===== config.mk =====
export PLATFORM = sky130hd
export DESIGN_NAME = median_window_feeder
export DESIGN_NICKNAME = d
export VERILOG_FILES = /design/src/rtl/median_pkg.sv /design/src/rtl/median_window_feeder_line_buffer.sv /design/src/rtl/median_window_feeder.sv
export SDC_FILE = /design/constraint.sdc
export NUM_CORES = 1
export LEC_CHECK = 0
export CAP_MARGIN = 20
export CORE_ASPECT_RATIO = 0.9
export CORE_MARGIN = 2
export CORE_UTILIZATION = 52
export CTS_CLUSTER_DIAMETER = 120
export DETAILED_ROUTE_END_ITERATION = 10
export GPL_TIMING_DRIVEN = 0
export PLACE_DENSITY_LB_ADDON = 0.25
export SYNTH_ARGS = -nofsm -noshare
export SYNTH_HDL_FRONTEND = slang
export SYNTH_SLANG_ARGS = --single-unit

===== constraint.sdc =====
create_clock -name CLK -period 10.1 [get_ports CLK]
set_input_delay 1.515 -clock CLK [delete_from_list [all_inputs] [get_ports CLK]]
set_output_delay 1.515 -clock CLK [all_outputs]
set_load 0.01 [all_outputs]

===== src/rtl/median_pkg.sv =====
// Shared types and constants for the 3x3 median filter front end.
package median_pkg;

  localparam int PIXEL_W  = 8;
  localparam int WIN_SIDE = 3;

  typedef logic [PIXEL_W-1:0] pixel_t;

  typedef enum logic [1:0] {
    IDLE,
    SEND,
    WAIT
  } state_t;

endpackage


===== src/rtl/median_window_feeder_line_buffer.sv =====
// Single-port line store: combinational read of the old word, write on the clock edge,
// so a read and a write to the same address in one cycle returns the previous contents.
module line_buffer #(
  parameter int WIDTH = 8,
  parameter int DEPTH = 16
) (
  input  logic                     clk_i,
  input  logic                     we_i,
  input  logic [$clog2(DEPTH)-1:0] addr_i,
  input  logic [WIDTH-1:0]         wdata_i,
  output logic [WIDTH-1:0]         rdata_o
);

  logic [WIDTH-1:0] mem_q [DEPTH];

  assign rdata_o = mem_q[addr_i];

  // NOTE: storage arrays are left unreset; their contents are only consumed once
  // two fresh lines have been written after reset or start of frame.
  always_ff @(posedge clk_i) begin
    if (we_i) begin
      mem_q[addr_i] <= wdata_i;
    end
  end

endmodule


===== src/rtl/median_window_feeder.sv =====
// Builds 3x3 neighbourhoods from a raster stream and serialises each interior
// window as a 9-cycle burst, followed by a quiet gap for the median stage.
module median_window_feeder
  import median_pkg::*;
#(
  parameter int WIDTH    = PIXEL_W,
  parameter int IMG_W    = 16,
  parameter int IMG_H    = 16,
  parameter int N_PIXELS = 9,
  parameter int MED_GAP  = 42
) (
  input  logic             CLK,
  input  logic             nRST,
  input  logic [WIDTH-1:0] DI,
  input  logic             DSI,
  input  logic             SOF,
  output logic             RDY,
  output logic [WIDTH-1:0] DO,
  output logic             DSO
);

  localparam int COL_W = $clog2(IMG_W);
  localparam int ROW_W = $clog2(IMG_H);
  localparam int K_W   = $clog2(N_PIXELS);
  localparam int GAP_W = $clog2(MED_GAP + 1);

  localparam logic [COL_W-1:0] COL_LAST  = COL_W'(IMG_W - 1);
  localparam logic [ROW_W-1:0] ROW_LAST  = ROW_W'(IMG_H - 1);
  localparam logic [COL_W-1:0] COL_FIRST = COL_W'(WIN_SIDE - 1);
  localparam logic [ROW_W-1:0] ROW_FIRST = ROW_W'(WIN_SIDE - 1);
  localparam logic [K_W-1:0]   K_LAST    = K_W'(N_PIXELS - 1);
  localparam logic [GAP_W-1:0] GAP_LAST  = GAP_W'(MED_GAP - 1);

  state_t             state_q, state_d;
  logic [COL_W-1:0]   col_q, col_d, cur_col;
  logic [ROW_W-1:0]   row_q, row_d, cur_row;
  logic [K_W-1:0]     k_q, k_d;
  logic [GAP_W-1:0]   gap_q, gap_d;
  logic [WIDTH-1:0]   do_q, do_d;
  logic               dso_q, dso_d;
  logic [WIDTH-1:0]   win_q [N_PIXELS];
  logic [WIDTH-1:0]   win_d [N_PIXELS];
  logic [WIDTH-1:0]   l1_rd, l2_rd;
  logic               accept, win_valid;

  assign RDY    = (state_q == IDLE);
  assign DO     = do_q;
  assign DSO    = dso_q;
  assign accept = DSI && (state_q == IDLE);

  // SOF relocates the accepted pixel to (0,0) before anything is addressed.
  assign cur_col   = SOF ? '0 : col_q;
  assign cur_row   = SOF ? '0 : row_q;
  assign win_valid = accept && (cur_row >= ROW_FIRST) && (cur_col >= COL_FIRST);

  line_buffer #(.WIDTH(WIDTH), .DEPTH(IMG_W)) u_l1 (
    .clk_i   (CLK),
    .we_i    (accept),
    .addr_i  (cur_col),
    .wdata_i (DI),
    .rdata_o (l1_rd)
  );

  line_buffer #(.WIDTH(WIDTH), .DEPTH(IMG_W)) u_l2 (
    .clk_i   (CLK),
    .we_i    (accept),
    .addr_i  (cur_col),
    .wdata_i (l1_rd),
    .rdata_o (l2_rd)
  );

  // NOTE: every signal gets its hold value first so no path leaves it unassigned,
  // which keeps this block purely combinational.
  always_comb begin
    state_d = state_q;
    col_d   = col_q;
    row_d   = row_q;
    k_d     = k_q;
    gap_d   = gap_q;
    do_d    = do_q;
    dso_d   = dso_q;
    win_d   = win_q;

    case (state_q)
      IDLE: begin
        if (accept) begin
          if (cur_col == COL_LAST) begin
            col_d = '0;
            row_d = (cur_row == ROW_LAST) ? '0 : cur_row + 1'b1;
          end else begin
            col_d = cur_col + 1'b1;
            row_d = cur_row;
          end
          for (int r = 0; r < WIN_SIDE; r++) begin
            for (int c = 0; c < WIN_SIDE - 1; c++) begin
              win_d[r*WIN_SIDE + c] = win_q[r*WIN_SIDE + c + 1];
            end
          end
          win_d[WIN_SIDE-1]   = l2_rd;
          win_d[2*WIN_SIDE-1] = l1_rd;
          win_d[N_PIXELS-1]   = DI;
          if (win_valid) begin
            state_d = SEND;
            k_d     = '0;
            dso_d   = 1'b1;
            do_d    = win_d[0];
          end
        end
      end
      SEND: begin
        if (k_q == K_LAST) begin
          state_d = WAIT;
          gap_d   = '0;
          dso_d   = 1'b0;
        end else begin
          k_d  = k_q + 1'b1;
          do_d = win_q[k_d];
        end
      end
      WAIT: begin
        if (gap_q == GAP_LAST) begin
          state_d = IDLE;
        end else begin
          gap_d = gap_q + 1'b1;
        end
      end
      default: state_d = IDLE;
    endcase
  end

  // NOTE: state registers use non-blocking assignments so every flop samples
  // the values from before the edge, independent of block evaluation order.
  always_ff @(posedge CLK) begin
    if (nRST) begin
      state_q <= IDLE;
      col_q   <= '0;
      row_q   <= '0;
      k_q     <= '0;
      gap_q   <= '0;
      do_q    <= '0;
      dso_q   <= 1'b0;
    end else begin
      state_q <= state_d;
      col_q   <= col_d;
      row_q   <= row_d;
      k_q     <= k_d;
      gap_q   <= gap_d;
      do_q    <= do_d;
      dso_q   <= dso_d;
    end
  end

  always_ff @(posedge CLK) begin
    win_q <= win_d;
  end

endmodule


# After elaboration in Yosys (flattened, before gate mapping)
# Memory sizes are Yosys's and may differ from the RTL's. A register that Yosys moved wholly into a read port is not among the register bits.
# Index checks and enable logic that the tools add are counted.
# totals
input_bits	12
memories	2
output_inout_bits	10
ram_bits	256
regBits	93
wordCells	78
# classes
bitwise_logic	1
n_lt_le_gt_ge	3
n_reduce_logical	11
mux	30
eq_ne	12
n_addsub	4
# mem_list
memory	words	word_bits	read_ports	rd_ports_with_merged_regs	write_ports	line	text
u_l1.mem_q	16	8	1	0	1	median_window_feeder_line_buffer.sv:14	logic [WIDTH-1:0] mem_q [DEPTH];
u_l2.mem_q	16	8	1	1	1	median_window_feeder_line_buffer.sv:14	
# op_table
op	count
$mux 8	5
$bmux 8 s4	1
$mux 4	8
$pmux 8 s2	1
$add 4x1->4 const B	3
$eq 4x4->1 const B	3
$mux 6	2
$pmux 6 s2	1
$reduce_and 4->1	3
$ge 4x2->1 const B	2
$mux 2	4
$ne 2x2->1 const B	4
$pmux 4 s2	1
$add 6x1->6 const B	1
$eq 6x6->1 const B	1
$pmux 2 s3	1
$ge 5x5->1 const B	1
$mux 1	5
$not 4->5	1
$ne 2x1->1 const B	2
$reduce_bool 2->1	2
$logic_and 1x1->1	3
$reduce_and 3->1	1
$eq 2x1->1 const B	1
other kinds (4)	4

# Longest topological paths before layout
# Gate-level depths: netlist of the first run.
# depth
ltp_word	7
mapped_depth	12
mapped_depth_nobuf	9

# Modules after synthesis
# A second synthesis of the first run with hierarchy kept.
# hier_totals
cells_unflattened	737
hier_area_um2	14029.7
# by_module_without_submodules
module	n_inst	area_per_inst_um2	cells_per_inst	seq_area_each_um2
line_buffer	2	4907.2	222	3843.7
median_window_feeder	1	4215.3	293	2742.6

# Least setup slack after synthesis of the first run
# No wires, ideal clock.
# synth_timing
path_kind	input to register
start	input DSI
end	memory u_l1.mem_q[0][0] (enable)
arrival_time_ps	4129
cell_stages	4
path_buffers	0
t_required_ps	9773
setup_slack_ps	5644
setup_ps	327
path_cell_list	or3b_4 clkinv_1 nand2_1 nor2_1
# synth_via
elab_chain_cells	3
# synth_rtl
item	line	text
start, declared	median_window_feeder.sv:15	input logic DSI,
$logic_and 1x1->1	median_window_feeder.sv:49	assign accept = DSI && (state_q == IDLE);
$mux 1	median_window_feeder_line_buffer.sv:21	if (we_i) begin
$mux 1 (implied by the code)	median_window_feeder_line_buffer.sv:22	mem_q[addr_i] <= wdata_i;
end, declared	median_window_feeder_line_buffer.sv:14	
# No other way between the ends.

# Worst setup path in the final report of the first run
# layout_timing
start	input SOF
end	memory u_l2.mem_q[7][2] (enable)
# layout_via
elab_chain_cells	1
# layout_rtl
item	line	text
start, declared	median_window_feeder.sv:16	input logic SOF,
$mux 4	median_window_feeder.sv:52	assign cur_col = SOF ? '0 : col_q;
end, declared	median_window_feeder_line_buffer.sv:14	
# No other way between the ends.

==> results of run 1 <==
## Yosys cell counts, types with 17 or more instances
cell type / instances
edfxtp_1: 328
mux2i_1: 66
nor2b_1: 63
clkbuf_1: 27
buf_2: 22
dfxtp_1: 29
a211oi_1: 121
nor2_1: 41
a221oi_1: 17
## area by class of cell
type	instances	area (um2)	share of cell area (%)
Timing Repair Buffer	36	450	2.74
Buffer	59	279	1.70
Clock buffer	44	951	5.79
Sequential cell	357	10400	63.5
Clock inverter	15	168	1.02
Tap cell	354	443	2.70
Inverter	9	35.0	0.213
Multi-Input combinational cell	471	3670	22.3
## power by group through the flow
stage	clock network, W	registers, W	logic [W]
final	0.00129	0.00167	0.000134
after CTS	0.00130	0.00167	0.000134
after detailed placement	0	0.00170	0.000133
after global placement	0	0.00170	0.000127
after floorplan	0	0.00169	0.0000768
after global routing	0.00136	0.00167	0.000143
## cell families (layout without fill, tap and decap cells)
kind of cell,after synthesis,count (layout),share of synthesized area [%]
flip-flops,357,357,72.6
adder cells (fa/ha/maj),8,8,0.697
AND/OR/NAND/NOR,175,175,6.99
XOR/XNOR,4,4,0.244
AO/OA/AOI/OAI,199,199,9.98
multiplexers,85,85,7.34
buffers and inverters,68,163,2.18
## layout by cell type (no fill, tap or decap), types with 16 or more instances in the layout
cell type	netlist	layout
nor2_1	41	25
o21ai_0	16	16
mux4_2	16	16
dfxtp_1	29	29
mux2i_1	66	66
buf_2	22	22
clkbuf_1	27	33
clkdlybuf4s50_1	0	20
clkbuf_16	0	36
nor2_2	0	16
a211oi_1	121	121
edfxtp_1	328	328
nor2b_1	63	63
nand2_1	16	16
a221oi_1	17	17
or4_1	16	16
## through the flow
| stage | setup WS, ns | utilization [%] |
|---|---|---|
| 3_5_place_dp | 4.96 | 56.5 |
| 5_1_grt | 5.26 | 60.6 |
| 4_1_cts | 5.47 | 60.6 |
| 3_3_place_gp | 3.90 | 55.4 |
| 6_report | 5.43 | 60.6 |
| 2_1_floorplan | 5.64 | - |
## path summary, 6_finish.rpt
kind | start | to | slack (ns) | cells past startpoint
setup / recovery | SOF | u_l2.mem_q[7][2] | 5.43 | 10
hold / removal | win_q[10] | win_q[18] | 0.44 | 0
setup reg to reg | col_q[1] | u_l2.mem_q[7][2] | 6.70 | 9
hold reg to reg | win_q[10] | win_q[18] | 0.44 | 0
## flip-flops by register name (all words and copies together) (netlist names)
name and flops:
k_q 4, u_l2.mem_q 128, row_q 4, state_q 2, u_l1.mem_q 128, DSO 1, col_q 4, win_q 72
DO 8, gap_q 6
## per-layer routing
metal	vias to the layer above	wire length (um)	GRT usage [%]
met3	69	2590	3.53
met5	-	0	0
li1	3722	-	-
met1	4217	14700	35.4
met2	385	15700	37.0
met4	0	1100	8.50
==> qor.txt, run 1 <==
Run status: finished, final reports clean
CP Cell Sequence: clkdlybuf4s50_1 -> inv_2 -> nand2_1 -> buf_2 -> buf_2 -> inv_1 -> ha_1 -> clkbuf_1 -> nand2_1 -> nor2_2
Overall via count from detail_route: 8393
Number of endpoints with negative hold slack in the final report: 0
Synth top area share: 68.5%
DRC marker count from the first detailed-route iteration: 1039
Max-Slew Margin vs Limit: 34.8%
Combined area of all synthesized cells: 0.0144 mm2
IO Pins: 22
Critical path arrival: 4.81 ns
Layout net count: 990
Congestion Overflow GR: 0
Layout cells sized above 1: 13.7%
Worst hold margin: 0.442 ns
Worst-Margin Slew: 0.976 ns
Cell Int Power: 0.00244 W
Area added between synthesis and finish: 14.3%
DIE AREA: 0.0290 mm2
Count of flip-flops with a built-in enable after synthesis: 328
Portion of total power attributed to sequential cells: 53.9%
Number of clock sinks: 357
Reported net switching power: 0.000653 W
Number of standard cells after synthesis: 896
Number of max-slew violations in the final report: 0
Layout Skew: 0.0242 ns
Total power consumption of the routed design: 0.00310 W
Standard-cell rows: 57
Vias in the first global route: 8104
Largest stage delay, worst path: 0.81 ns
Top cell type by total area after synthesis: edfxtp_1
Design Area, Final: 0.0164 mm2
Count of antenna-violating nets left after detailed routing: 0
Clock buffers created by TritonCTS: 36
Total negative slack for setup checks: 0 ns
Clock network power share: 41.8%
Vias per cell: 6.24
Class of the most critical setup path: in2reg
Max cap viols: 0
Maximum number of pins on one net before global-route repair: 44
TritonRoute pass-1 iters: 5
Number of inserted filler cells in the final layout: 1994
Share of total power consumed by net switching: 21.1%
Commonest register cell after synthesis: edfxtp_1
Unique cell type count in the Yosys netlist: 51
Data required time at the worst endpoint: 10.24 ns
Clock root buffer master: clkbuf_16
Global-route wire length before repair: 50700 um
Crit path time final: 4.67 ns
Post-Synthesis Mean Instance Area: 16.0 um2
Area of the core: 0.0271 mm2
Synth warn: 0
Number of buffers between clock root and the deepest sink: 3
Post CTS Setup Buffer Count: 0
Combinational power share: 4.3%
Leakage power of the design: 5.11 nW
Final number of setup-violating endpoints: 0
Maximum resistive drop on vdd: 0.000162 V
Sequential-to-total area share from yosys stat: 72.6%
Syn nets: 916
Final antenna diode count: 0
Height of the chip: 162 um
Setup repair after global routing missed its margin: false
Share of the cycle needed by the critical path after routing: 46.2%
Share of flip-flops with an asynchronous set or reset: 0%
Cell family with most CP delay: buffers and inverters
DRC violations left: 0
Number of gates resized after CTS: 0
Sort of element at the start of the critical path: primary input
Number of levels the H-tree was split into: 2
Clk Latency, worst-skew pair: 0.53 ns
TritonCTS clock tree: done
Buffer and inverter count on the worst path: 6
Avg WL per Cell: 25.3 um
Placed instance count: 1286
Final Routed Wirelength: 34100 um
Hold bufs inserted after CTS: 0
Highest Clock Rate: 214 MHz
Clock transition at the register clock pins on the worst setup and hold paths after CTS: 0.06 ns
Detailed Place HPWL: 22300 um
Synthesis-stage register bit count: 357
Non-filler instance count after layout: 1345
Number of buffers inserted by port buffering: 20
Class of the most critical hold timing path: reg2reg
Starting Density: 53.0%
GRT Util Overall: 24.1%
CP max stage cell: nor2_2
Horizontal extent of the die: 179 um
Global placer's final weighted congestion: 0.864
Main area contributors after synthesis: edfxtp_1, a211oi_1, mux2i_1
Area of placed instances: 0.0153 mm2
Power density normalized to cell area: 188 mW/mm2
Antenna violations before repair: 0
Worst Path Max Fanout: 16
CP Capture Type: flop
Note: power is estimated with default switching activity, not from simulation.
==> inputs of run 2 (changes only) <==
==> constraint.sdc (replaced) <==
create_clock -name CLK -period 4.32 [get_ports CLK]
set_input_delay 0.648 -clock CLK [delete_from_list [all_inputs] [get_ports CLK]]
set_output_delay 0.648 -clock CLK [all_outputs]
set_load 0.01 [all_outputs]
==> results of run 2 <==
Same layout as run 1 (identical final DEF). Status: finished, final reports clean.
Among the figures that moved: setup slack after placement 4.96 ns -> 0.0454 ns; setup slack after layout 5.43 ns -> 0.517 ns; register-to-register setup slack 6.70 ns -> 0.92 ns; total power 0.00310 W -> 0.00724 W; worst IR drop on VDD 0.000162 V -> 0.000379 V
